File: src/rtl/ps2_paddle_keys.sv
// PS/2 keyboard receiver and make/break decoder for the paddle controls.
// Produces a held-key vector matching the onboard button layout.
module ps2_paddle_keys #(
  parameter int          TIMEOUT_CYCLES = 100000,
  parameter logic [7:0]  KEY_LU = 8'h1D,
  parameter logic [7:0]  KEY_LD = 8'h1B,
  parameter logic [7:0]  KEY_RU = 8'h75,
  parameter logic [7:0]  KEY_RD = 8'h72
) (
  input  logic        clk,
  input  logic        reset,
  input  logic        ps2_clk,
  input  logic        ps2_data,
  output logic [3:0]  keys,
  output logic [31:0] key_code,
  output logic        code_valid,
  output logic        frame_err
);

  localparam int TW = $clog2(TIMEOUT_CYCLES + 1);
  localparam logic [TW-1:0] TMO_LAST = TW'(TIMEOUT_CYCLES - 1);

  typedef enum logic [1:0] {
    S_IDLE,
    S_EXT,
    S_BRK,
    S_EXT_BRK
  } state_t;

  logic          clk_s1_q, clk_s2_q, clk_s3_q;
  logic          dat_s1_q, dat_s2_q;
  logic [9:0]    sh_q, sh_d;
  logic [3:0]    bit_cnt_q, bit_cnt_d;
  logic [TW-1:0] tmo_q, tmo_d;
  state_t        state_q, state_d;
  logic [3:0]    keys_q, keys_d;
  logic [31:0]   code_q, code_d;
  logic          cv_q, cv_d;
  logic          fe_q, fe_d;

  logic          fall;
  logic [10:0]   frame;
  logic [7:0]    b;

  assign fall  = clk_s3_q & ~clk_s2_q;
  assign frame = {dat_s2_q, sh_q};
  assign b     = frame[8:1];

  always_comb begin
    sh_d      = sh_q;
    bit_cnt_d = bit_cnt_q;
    tmo_d     = tmo_q;
    state_d   = state_q;
    keys_d    = keys_q;
    code_d    = code_q;
    cv_d      = 1'b0;
    fe_d      = 1'b0;
    if (fall) begin
      tmo_d = '0;
      if (bit_cnt_q == 4'd10) begin
        bit_cnt_d = '0;
        if (!frame[0] && frame[10] && (^frame[9:1])) begin
          cv_d   = 1'b1;
          code_d = {code_q[23:0], b};
          unique case (state_q)
            S_IDLE: begin
              if (b == 8'hE0) begin
                state_d = S_EXT;
              end else if (b == 8'hF0) begin
                state_d = S_BRK;
              end else if (b == 8'hAA) begin
                keys_d = '0;
              end else begin
                if (b == KEY_LU) keys_d[3] = 1'b1;
                if (b == KEY_LD) keys_d[2] = 1'b1;
              end
            end
            S_EXT: begin
              state_d = S_IDLE;
              if (b == 8'hF0) begin
                state_d = S_EXT_BRK;
              end else begin
                if (b == KEY_RU) keys_d[1] = 1'b1;
                if (b == KEY_RD) keys_d[0] = 1'b1;
              end
            end
            S_BRK: begin
              state_d = S_IDLE;
              if (b == KEY_LU) keys_d[3] = 1'b0;
              if (b == KEY_LD) keys_d[2] = 1'b0;
            end
            S_EXT_BRK: begin
              state_d = S_IDLE;
              if (b == KEY_RU) keys_d[1] = 1'b0;
              if (b == KEY_RD) keys_d[0] = 1'b0;
            end
          endcase
        end else begin
          fe_d    = 1'b1;
          state_d = S_IDLE;
        end
      end else begin
        sh_d      = {dat_s2_q, sh_q[9:1]};
        bit_cnt_d = bit_cnt_q + 4'd1;
      end
    end else if (bit_cnt_q != 4'd0) begin
      // an edge in the same cycle takes the branch above, so it always wins
      if (tmo_q == TMO_LAST) begin
        tmo_d     = '0;
        bit_cnt_d = '0;
        fe_d      = 1'b1;
        state_d   = S_IDLE;
      end else begin
        tmo_d = tmo_q + 1'b1;
      end
    end else begin
      tmo_d = '0;
    end
  end

  always_ff @(posedge clk) begin
    if (reset) begin
      clk_s1_q  <= 1'b1;
      clk_s2_q  <= 1'b1;
      clk_s3_q  <= 1'b1;
      dat_s1_q  <= 1'b1;
      dat_s2_q  <= 1'b1;
      sh_q      <= '0;
      bit_cnt_q <= '0;
      tmo_q     <= '0;
      state_q   <= S_IDLE;
      keys_q    <= '0;
      code_q    <= '0;
      cv_q      <= 1'b0;
      fe_q      <= 1'b0;
    end else begin
      clk_s1_q  <= ps2_clk;
      clk_s2_q  <= clk_s1_q;
      clk_s3_q  <= clk_s2_q;
      dat_s1_q  <= ps2_data;
      dat_s2_q  <= dat_s1_q;
      sh_q      <= sh_d;
      bit_cnt_q <= bit_cnt_d;
      tmo_q     <= tmo_d;
      state_q   <= state_d;
      keys_q    <= keys_d;
      code_q    <= code_d;
      cv_q      <= cv_d;
      fe_q      <= fe_d;
    end
  end

  assign keys       = keys_q;
  assign key_code   = code_q;
  assign code_valid = cv_q;
  assign frame_err  = fe_q;

endmodule
File: config.mk
export PLATFORM = sky130hd
export DESIGN_NAME = ps2_paddle_keys
export DESIGN_NICKNAME = d
export VERILOG_FILES = /design/src/rtl/ps2_paddle_keys.sv
export SDC_FILE = /design/constraint.sdc
export NUM_CORES = 1
export LEC_CHECK = 0
export BUFFER_PORTS_ARGS = -buffer_cell sky130_fd_sc_hd__buf_2
export CORE_ASPECT_RATIO = 0.7
export CORE_UTILIZATION = 60
export DETAILED_ROUTE_END_ITERATION = 16
export HOLD_SLACK_MARGIN = 0.12
export PLACE_DENSITY = 0.8
export RECOVER_POWER = 100
export SETUP_SLACK_MARGIN = 0.1
export SLEW_MARGIN = 20
export SYNTH_ARGS = -nofsm -noshare
export SYNTH_HDL_FRONTEND = slang
export SYNTH_SLANG_ARGS = --single-unit
File: constraint.sdc
create_clock -name clk -period 4.9 [get_ports clk]
set_clock_uncertainty 0.1 [all_clocks]
set_input_delay 0.98 -clock clk [delete_from_list [all_inputs] [get_ports clk]]
set_output_delay 0.98 -clock clk [all_outputs]
set_load 0.005 [all_outputs]
# Word level (Yosys, flattened, before mapping)
# Cells that the tools add are included.
# Widths: inputs -> output; s select.
[totals]
reg_bits = 76
word_cells = 104
[classes]
n_addsub = 2
eq_ne = 26
n_mux = 34
bitwise = 5
n_reduce_logical = 21
[ops]
columns = ["operator", "n"]
rows = [
  ["$eq 8x8->1 const B", 3],
  ["$mux 4", 6],
  ["$mux 2", 11],
  ["$ne 2x2->1 const B", 10],
  ["$reduce_and 10->1", 2],
  ["$add 17x1->17 const B", 1],
  ["$eq 17x17->1 const B", 1],
  ["$eq 8x5->1 const B", 2],
  ["$eq 8x7->1 const B", 2],
  ["$reduce_and 8->1", 2],
  ["$mux 1", 14],
  ["$pmux 2 s3", 2],
  ["$reduce_xor 9->1", 1],
  ["$ne 3x3->1 const B", 2],
  ["$reduce_bool 2->1", 3],
  ["$ne 5x5->1 const B", 1],
  ["$add 4x1->4 const B", 1],
  ["$eq 2x2->1 const B", 2],
  ["$eq 4x4->1 const B", 1],
  ["$not 1->1", 4],
  ["$pmux 2 s2", 1],
  ["$reduce_and 2->1", 2],
  ["$reduce_and 4->1", 1],
  ["$reduce_bool 4->1", 1],
  ["other kinds (11)", 12],
]

# Longest topological paths before layout
# Gate-level depths: netlist of run 1.
[logic_depth]
depth_word = 7
mapped_depth = 10

# Least setup slack after synthesis of run 1
# Ideal clock, no wire load.
[synth_timing]
path_type = "reg-to-reg"
startpoint = "register sh_q[3]"
endpoint = "register keys_q[1], in the netlist keys[1]"
t_arrival_ns = 2.201
slack_ns = 2.468
stages_incl_launch_ff = 10
synth_period_minus_slack_ns = 2.432
path_cell_list = "dfxtp_1 -> inv_1 -> ha_1 -> xnor3_1 -> xnor2_1 -> or3_1 -> buf_2 -> buf_6 -> o311ai_1 -> o41ai_1"
[synth_via]
elab_chain_cells = 3
word_cells_on_any_way = 13
classes_between = "10 x eq/ne; 3 x reduce/logical"
[synth_rtl]
columns = ["element", "line", "text"]
rows = [
  ["start: declaration", "32", "logic [9:0] sh_q, sh_d;"],
  ["start signal: assignment", "128", "sh_q <= '0;"],
  ["start signal: assignment", "142", "sh_q <= sh_d;"],
  ["$eq 8x7->1 (tied with other cells)", "83, 94", ""],
  ["$ne 2x2->1 (no line) or $logic_and 1x1->1 (tied branches)", "-", ""],
  ["$reduce_and 10->1 (no line) *", "-", ""],
  ["end signal: assignment", "146", "keys_q <= keys_d;"],
  ["end: declaration", "36", "logic [3:0] keys_q, keys_d;"],
]
# Mark *: on every way between the ends. The rest lies on a longest branch, timed or not.
# A chain may end at the register's enable or synchronous reset.

==> qor.yml, run 1 <==
timing:
  final-hold-violation-count: 0
  fin_crit_ps: 3610
  rsz0062_at_grt: "no"
  setup_viol: 0
  period_share: 0.737
  worstMarginPinSlew_ps: 2460
  tns_ps: 0
  setup_ws_ps: 1290
  drv_slew: 61
  max_freq_mhz: 277
  max_slew_margin: -0.643
power:
  p_total_w: 0.00114
  powerDensity_nw_per_um2: 313
  vdd_ir_drop_max_mv: 0.205
  p_leak_nw: 1.34
place:
  dp_hpwl_mm: 4.75
  post-place-ws_ps: 1860
  place.port_buffers: 41
  gp_congestion: 0.859
  dp.cells: 482
yosys:
  ys_seq_area_frac: 0.470
  yosysMostFrequentCell: "nand2_1"
  synthDistinctLibCells: 39
  yosys.area.top_type: "dfxtp_1"
  postSynthCellCount: 387
  synth_fp_nets: 410
  synthFlopType: "dfxtp_1"
  synth_top_area_share: 0.470
  avgSynthCellArea_sq_um: 8.36
  ys_seq_elements: 76
  synth_area_sq_um: 3240
  synth-edff-count: 0
  ys_async_sr_fraction: 0
  ys_warn_count: 0
  yosys-top-cells-count: "nand2_1 (98), dfxtp_1 (76), a21oi_1 (47)"
  ys_top_cells_by_area: "dfxtp_1 (47%), nand2_1 (11%), ha_1 (7.3%)"
job:
  maxCapViolCount: 1
critical_path:
  cp.arrival_ps: 3630
  cp.required_ps: 4920
  path_cells: "clkbuf_1, inv_1, a32oi_1, o31ai_1"
  cp_slowest_cell: "clkbuf_1"
  criticalPathCategory: "in2reg"
  path_max_fanout: 60
  cp-start-kind: "primary input"
  cp-end-kind: "flop"
  max_stage_delay_ps: 1730
cells_and_area:
  fin_cells: 497
  area_delta_synth_final_pct: 12.9
  fin_nets: 447
  diodes: 0
  drive_above_1_share: 0.121
drt:
  initialDrtViolationCount: 209
  ant_nets: 0
  route.detailed.drc: 0
  vias: 2694
  viasPerCell: 5.42
  wl_per_cell_um: 13.6
  drt-total-wl_mm: 6.74
  firstDrtPassIters: 4
floorplan:
  pin_count: 42
  die_h_um: 63.4
  rows: 21
  core_area_sq_um: 4970
  die_w_um: 89.8
  initial_core_util: 0.652
  die_area_sq_um: 5700
hold_path:
  hold_class: "reg2reg"
global_route:
  globalRouteTotalUtil: 0.259
  antenna_found_initial: 0
  first_global_vias: 2455
  grt_overflow: 0
  grt_pass1_wl_mm: 11.7
  grt_max_degree: 61
cts:
  cts_tree: "built"
  cts-resized-gates: 0
  cts_made_buffers: 9
  postCtsSetupRepairBufs: 0
  path_clk_slew_ps: 70
  ctsHoldBuffers: 0
  root_buffer: "clkbuf_8"
  cts_num_sinks: 76
  clock_path_buffers: 2
  clk_latency_ps: 350
  cts_max_level: 3
status:
  status: "complete, but fails checks"
  violations: "max-capacitance violations, max-slew violations"
## through the flow
stage	hold slack (ps)	area (sq um)	util
after floorplan	289	3240	-
after global placement	293	3470	0.699
after detailed placement	300	3470	0.699
after CTS	318	3680	0.741
after global routing	325	3650	0.735
final	316	3650	0.735
## cells in the final DEF (no fill, tap or decap), types with 6 or more instances in the layout
cell      Yosys  layout
buf_2         2      29
inv_1        16      16
nor3_1        8       7
ha_1         19      19
nand2_1      98      98
clkbuf_8      0       9
xnor2_1       8       8
a21oi_1      47      47
nor2_1       30      30
dfxtp_1      76      76
clkbuf_1     14      14
xor2_1        9       9
nand3_1       6       6
## layer usage
metal,GRT usage,share of wire,vias to the layer above
met2,0.402,0.45,67
li1,-,-,1363
met1,0.356,0.49,1257
met5,0,0,-
met3,0.0797,0.051,7
met4,0.0574,0.0062,0
## worst paths after layout
kind                               start         end  slack (ps)  cells past startpoint
worst max-delay path               reset  state_q[0]        1290                      4
worst min-delay path            dat_s1_q    dat_s2_q         320                      1
worst max register to register   sh_q[3]     keys[2]        1490                      8
worst min register to register  dat_s1_q    dat_s2_q         320                      1
## sequential cells by signal (all words and copies together), names as in the netlist
signal / cells
key_code: 32
tmo_q: 17
sh_q: 10
bit_cnt_q: 4
keys: 4
state_q: 2
clk_s1_q: 1
clk_s2_q: 1
clk_s3_q: 1
code_valid: 1
dat_s1_q: 1
dat_s2_q: 1
frame_err: 1
## power breakdown
| part | internal [W] | switching [W] |
|---|---|---|
| clock network | 0.000282 | 0.000216 |
| registers | 0.000620 | 0.00000207 |
| logic | 0.00000621 | 0.0000167 |
## critical path: cells and delay by family
family / cells / cell delay, ps
buffers and inverters: 2 / 2170
AO/OA/AOI/OAI: 2 / 480
## cell families (layout without fill, tap and decap cells)
family	count (synthesis)	after routing	share of synthesized area
fa+ha+maj	19	19	0.0735
flops	76	76	0.470
simple gates	177	177	0.246
mux	2	2	0.00619
compound gates	62	62	0.110
buf+inv	33	74	0.0414
xor+xnor	18	18	0.0530
## final cells by class
class                      instances  area [sq um]
tap                               69          86.3
fill                             390          1310
timing repair buffer              43           201
sequential                        76          1520
clock inverter                     5          77.6
inverter                          16          60.1
multi-input combinational        278          1580
clock buffer                      10           128
Note: power is estimated with default switching activity, not from simulation.
==> run 2: changes to the inputs <==
- CORE_UTILIZATION: 60 -> 57
- PLACE_DENSITY: 0.8 -> 0.77
- clock period: 4.9 -> 3.4 ns (I/O delays scaled with it)
==> run 2 against run 1 <==
Against the previous run: the flow now finishes without violations; sequential power increased by 44%; utilization decreased by 5.1 points; critical path type is now reg2reg; final cell count increased by 1.0%; sequential share of layout area decreased by 0.057 points; routed wire length decreased by 0.40%; via count increased by 0.59%; worst setup slack got worse by 820 ps; global-route usage decreased by 2.0 points; sequential cell count unchanged; clock power increased by 39%; combinational power increased by 45%; clock-buffer cell count increased by 3.
==> qor.yml, run 2 (synthesized netlist as in run 1, its figures left out) <==
status:
  status: "complete, no violations"  # was complete, but fails checks
global_route:
  grt_max_degree: 37  # was 61
  met1_usage: 0.319  # was 0.356
  grt_pass1_wl_mm: 11.0  # was 11.7 mm
  met3_usage: 0.0669  # was 0.0797
  antenna_found_initial: 0  # unchanged
  first_global_vias: 2343  # was 2,455
  globalRouteTotalUtil: 0.239  # was 0.259
  grt_overflow: 0  # unchanged
  top_usage_layer: "met2"  # unchanged
  grtUsageMet2: 0.359  # was 0.402
floorplan:
  rows: 22  # was 21
  pin_count: 42  # unchanged
  die_h_um: 65.0  # was 63.4 um
  die_w_um: 92.1  # was 89.8 um
  core_area_sq_um: 5340  # was 4970 sq um
  initial_core_util: 0.606  # was 0.652
  die_area_sq_um: 5990  # was 5700 sq um
drt:
  initialDrtViolationCount: 161  # was 209
  route.detailed.drc: 0  # unchanged
  viasPerCell: 5.40  # was 5.42
  firstDrtPassIters: 4  # unchanged
  vias: 2710  # was 2,694
  wl_per_cell_um: 13.4  # was 13.6 um
  ant_nets: 0  # unchanged
  drt-total-wl_mm: 6.71  # was 6.74 mm
cts:
  root_buffer: "clkbuf_8"  # unchanged
  ctsHoldBuffers: 0  # unchanged
  clock_path_buffers: 2  # unchanged
  cts_tree: "built"  # unchanged
  path_clk_slew_ps: 70  # about the same
  cts_num_sinks: 76  # unchanged
  postCtsSetupRepairBufs: 0  # unchanged
  cts_max_level: 3  # unchanged
  cts_made_buffers: 9  # unchanged
  clk_latency_ps: 350  # about the same
  cts-resized-gates: 0  # unchanged
timing:
  max_freq_mhz: 341
  tns_ps: 0  # unchanged
  worstMarginPinSlew_ps: 1380  # was 2460 ps
  fin_hold_ws_ps: 311  # was 316 ps
  setup_ws_ps: 463  # was 1290 ps
  fin_crit_ps: 2940
  period_share: 0.864
  drv_slew: 0  # was 61
  max_slew_margin: 0.0804  # was -0.643
  setup_viol: 0  # unchanged
  final-hold-violation-count: 0  # unchanged
  rsz0062_at_grt: "no"  # unchanged
cells_and_area:
  diodes: 0  # unchanged
  layout_common_cells: "nand2_1 (98), dfxtp_1 (76), a21oi_1 (47), nor2_1 (30), buf_2 (25)"  # was nand2_1 (98), dfxtp_1 (76), a21oi_1 (47), nor2_1 (30), buf_2 (29)
  mostFrequentLayoutCell: "nand2_1"  # unchanged
  area_delta_synth_final_pct: 13.0  # was 12.9%
  fin_cells: 502  # was 497
  fin_area_sq_um: 3660  # was 3650 sq um
  largest_reg_flops: 32  # unchanged
  fin_nets: 448  # was 447
  drive_above_1_share: 0.116  # was 0.121
place:
  gp_congestion: 0.900  # was 0.859
  place.port_buffers: 41  # unchanged
  dp_hpwl_mm: 4.69  # was 4.75 mm
  postPlaceCellArea_sq_um: 3480  # was 3470 sq um
  post-place-ws_ps: 584  # was 1860 ps
  dp.cells: 486  # was 482
critical_path:
  path_max_fanout: 22  # was 60
  critPathBufInv: 2  # unchanged
  path_cells: "inv_1, ha_1, xnor3_1, xnor2_1, or3_1, clkbuf_2, nand2_1, a21oi_1"  # was clkbuf_1, inv_1, a32oi_1, o31ai_1
  cp_slowest_cell: "or3_1"  # was clkbuf_1
  cp-start-kind: "flop"  # was primary input
  cp.arrival_ps: 3110  # was 3630 ps
  max_stage_delay_ps: 580  # was 1730 ps
  crit_family: "simple AND/OR/NAND/NOR gates"  # was buffers and inverters
  cp.required_ps: 3570  # was 4920 ps
  cp-end-kind: "flop"  # unchanged
  criticalPathCategory: "reg2reg"  # was in2reg
power:
  power_frac_comb: 0.020  # about the same
  seqPwrFrac: 0.553  # was 0.544
  p_leak_nw: 1.33  # was 1.34 nW
  switching_power_w: 0.000338  # was 0.000235 W
  powerDensity_nw_per_um2: 444  # was 313 nW/um^2
  clkPwrFrac: 0.427  # was 0.436
  vdd_ir_drop_max_mv: 0.350  # was 0.205 mV
  netSwitchingFraction: 0.208  # was 0.205
  p_int_w: 0.00128  # was 0.000909 W
job:
  maxCapViolCount: 0  # was 1
hold_path:
  hold_class: "reg2reg"  # unchanged
## run 2: changes by cell type in the layout (fill, tap and decap cells not counted), sizes merged
cell | previous run | this run
clkbuf | 23 | 30
clkinv | 2 | 1
bufinv | 2 | 1
inv | 16 | 17
clkinvlp | 1 | 0
buf | 30 | 27
## run 2: final timing paths
check	start	endpoint	slack (ps)	depth (start not counted)
hold reg to reg	clk_s1_q	clk_s2_q	310	1
setup / recovery	sh_q[4]	key_code[10]	460	8
setup reg to reg	sh_q[4]	key_code[10]	460	8
hold / removal	clk_s1_q	clk_s2_q	310	1
## run 2: layout make-up
class,instances,area (sq um)
multi-input combinational,278,1580
timing repair buffer,44,205
sequential,76,1520
clock buffer,13,159
clock inverter,3,43.8
tap,72,90.1
fill,456,1680
inverter,16,60.1
## run 2: per-layer routing
layer / vias up / part of all wire
met5: - / 0
met4: 0 / 0.0083
met3: 6 / 0.047
met2: 64 / 0.45
met1: 1269 / 0.49
li1: 1371 / -
## run 2: worst reg2reg max path, delay by kind of cell, from the launching register on
family | cells | cell delay, ps
XOR/XNOR | 2 | 600
adder cells (fa/ha/maj) | 1 | 290
buffers and inverters | 2 | 590
AO/OA/AOI/OAI | 1 | 170
AND/OR/NAND/NOR | 2 | 680
flip-flops | 1 | 430
## run 2: power by group through the flow
stage                     Combinational (W)  Sequential [W]  Clock [W]
after floorplan                   0.0000258        0.000917          0
after global placement            0.0000330        0.000918          0
after detailed placement          0.0000335        0.000918          0
after CTS                         0.0000336        0.000897   0.000715
after global routing              0.0000376        0.000897   0.000751
final                             0.0000331        0.000897   0.000693
## run 2: metrics by stage
step / total power, W / utilization
after floorplan: 0.000943 / -
after global placement: 0.000951 / 0.653
after detailed placement: 0.000951 / 0.653
after CTS: 0.00165 / 0.690
after global routing: 0.00169 / 0.685
final: 0.00162 / 0.685
==> run 3: changes to the inputs <==
- CELL_PAD_IN_SITES_DETAIL_PLACEMENT: not set -> 1
- CELL_PAD_IN_SITES_GLOBAL_PLACEMENT: not set -> 1
- CORE_UTILIZATION: 57 -> 43
==> run 3 against run 2 <==
Against the previous run: via count decreased by 1.0%; highest routed layer unchanged; worst setup slack worse by 68 ps; register-to-register slack worse by 70 ps; non-clock buffer count increased by 1; total power increased by 7.9%; sequential share of layout area shrank 0.69 points; die area up 32%.
==> qor.yml, run 3 (synthesized netlist as in run 1, its figures left out) <==
drt:
  firstDrtPassIters: 4  # unchanged
  highest_layer: "met4"  # unchanged
  wl_met2_mm: 3.24  # was 3.03 mm
  initialDrtViolationCount: 90  # was 161
  ant_nets: 0  # unchanged
  viasPerCell: 5.08  # was 5.40
  vias: 2682  # was 2,710
  wl_met1_mm: 4.12  # was 3.30 mm
  drt-total-wl_mm: 7.63  # was 6.71 mm
  route.detailed.drc: 0  # unchanged
  dr_wl_met3_um: 230  # was 318 um
  wl_per_cell_um: 14.4  # was 13.4 um
cells_and_area:
  seqCellArea_sq_um: 1520  # unchanged
  area_delta_synth_final_pct: 14.9  # was 13.0%
  nFillCells: 935  # was 456
  multiInputGateArea_sq_um: 1580  # unchanged
  mostFrequentLayoutCell: "nand2_1"  # unchanged
  layout_common_cells: "nand2_1 (98), dfxtp_1 (76), a21oi_1 (47), nor2_1 (30), clkbuf_1 (29)"  # was nand2_1 (98), dfxtp_1 (76), a21oi_1 (47), nor2_1 (30), buf_2 (25)
  fin_nets: 449  # was 448
  diodes: 0  # unchanged
  drive_above_1_share: 0.0907  # was 0.116
  largest_reg_flops: 32  # unchanged
cts:
  clock_path_buffers: 2  # unchanged
  ctsHoldBuffers: 0  # unchanged
  root_buffer: "clkbuf_8"  # unchanged
  postCtsSetupRepairBufs: 0  # unchanged
  path_clk_slew_ps: 80  # was 70 ps
  cts_tree: "built"  # unchanged
  clk_latency_ps: 330  # was 350 ps
  cts_num_sinks: 76  # unchanged
  cts_max_level: 3  # unchanged
  cts-resized-gates: 0  # unchanged
  cts_made_buffers: 9  # unchanged
critical_path:
  path_max_fanout: 20  # was 22
  cp-end-kind: "flop"  # unchanged
  cp-start-kind: "flop"  # unchanged
  cp.required_ps: 3570  # about the same
  worst-r2r-setup-slack_ps: 390  # was 460 ps
  criticalPathCategory: "reg2reg"  # unchanged
  cp.arrival_ps: 3180  # was 3110 ps
  rr_endpoint: "key_code[19]"  # was key_code[10]
  r2r_cells: 8  # unchanged
  rr_startpoint: "sh_q[3]"  # was sh_q[4]
floorplan:
  die_area_sq_um: 7880  # was 5990 sq um
  initial_core_util: 0.444  # was 0.606
  core_area_sq_um: 7290  # was 5340 sq um
  die_w_um: 106  # was 92.1 um
  pin_count: 42  # unchanged
  die_h_um: 74.6  # was 65.0 um
  rows: 26  # was 22
power:
  netSwitchingFraction: 0.196  # was 0.208
  p_int_w: 0.00141  # was 0.00128 W
  power_frac_comb: 0.020  # about the same
  powerDensity_nw_per_um2: 471  # was 444 nW/um^2
  vdd_ir_drop_max_mv: 0.278  # was 0.350 mV
  seqPwrFrac: 0.512  # was 0.553
  p_total_w: 0.00175  # was 0.00162 W
  p_leak_nw: 1.29  # was 1.33 nW
  clkPwrFrac: 0.468  # was 0.427
  switching_power_w: 0.000343  # was 0.000338 W
hold_path:
  hold_depth: 1  # unchanged
  holdPathEnd: "clk_s2_q"  # unchanged
  hold_class: "reg2reg"  # unchanged
  hold_path.startpoint: "clk_s1_q"  # unchanged
timing:
  setup_viol: 0  # unchanged
  max_freq_mhz: 333  # was 341 MHz
  fin_crit_ps: 3010  # was 2940 ps
  max_slew_margin: 0.331  # was 0.0804
  final-hold-violation-count: 0  # unchanged
  drv_slew: 0  # unchanged
  tns_ps: 0  # unchanged
  rsz0062_at_grt: "no"  # unchanged
  worstMarginPinSlew_ps: 1000  # was 1380 ps
  period_share: 0.884  # was 0.864
global_route:
  grt_overflow: 0  # unchanged
  globalRouteTotalUtil: 0.200  # was 0.239
  antenna_found_initial: 0  # unchanged
  first_global_vias: 2571  # was 2,343
  grt_max_degree: 38  # was 37
  grt_pass1_wl_mm: 12.4  # was 11.0 mm
place:
  dp_hpwl_mm: 5.46  # was 4.69 mm
  place.port_buffers: 41  # unchanged
  gp_congestion: 0.809  # was 0.900
job:
  maxCapViolCount: 0  # unchanged
status:
  status: "complete, no violations"  # unchanged
==> run 3: changes by cell type in the layout (fill, tap and decap cells not counted), sizes merged <==
cell	previous run	this run
buf	27	17
clkinv	1	0
bufinv	1	3
inv	17	16
clkbuf	30	39
clkinvlp	0	1
==> run 3: final cells by class <==
class	instances	share of cell area
repair buffers	45	0.0532
inverters	16	0.0162
clock buffers	11	0.0380
flip-flops and latches	76	0.409
multi-input cells	278	0.424
clock inverters	4	0.0262
well taps	98	0.0330
==> run 3: how the worst max path moves through the flow <==
| stage | end | slack [ps] | start |
|---|---|---|---|
| 5_1_grt | key_code[19] | 200 | sh_q[3] |
| 2_1_floorplan | keys[1] | 970 | sh_q[3] |
| 3_3_place_gp | keys[3] | 600 | sh_q[3] |
| 3_5_place_dp | keys[2] | 430 | sh_q[3] |
| 4_1_cts | keys[2] | 400 | sh_q[3] |
| 6_report | key_code[19] | 390 | sh_q[3] |
==> run 3: metrics by stage <==
stage / cell area, sq um / hold slack, ps / util / setup WS (ps) / instances
6_report: 3720 / 316 / 0.510 / 395 / 528
5_1_grt: 3720 / 339 / 0.510 / 202 / 528
4_1_cts: 3760 / 320 / 0.516 / 399 / 528
3_5_place_dp: 3520 / 299 / 0.484 / 426 / 513
3_3_place_gp: 3520 / 294 / 0.484 / 599 / 513
2_1_floorplan: 3240 / 289 / - / 968 / 387
==> run 3: routing by layer <==
| layer | GRT usage | vias up |
|---|---|---|
| li1 | - | 1366 |
| met1 | 0.281 | 1277 |
| met2 | 0.314 | 35 |
| met3 | 0.0535 | 4 |
| met4 | 0.0370 | 0 |
| met5 | 0 | - |
==> run 3: power groups by stage <==
stage | registers, W | clock network [W] | logic (W)
3_3_place_gp | 0.000918 | 0 | 0.0000347
6_report | 0.000897 | 0.000820 | 0.0000344
5_1_grt | 0.000897 | 0.000873 | 0.0000390
3_5_place_dp | 0.000918 | 0 | 0.0000354
4_1_cts | 0.000897 | 0.000840 | 0.0000354
2_1_floorplan | 0.000917 | 0 | 0.0000258
==> run 3: worst max-delay path, stage by stage, from the launching register on <==
cell and delay [ps]:
dfxtp_1 450, inv_1 100, ha_1 320, xnor3_1 350
xnor2_1 270, or3_1 660, clkbuf_1 430, nand2_1 110
a21oi_1 150
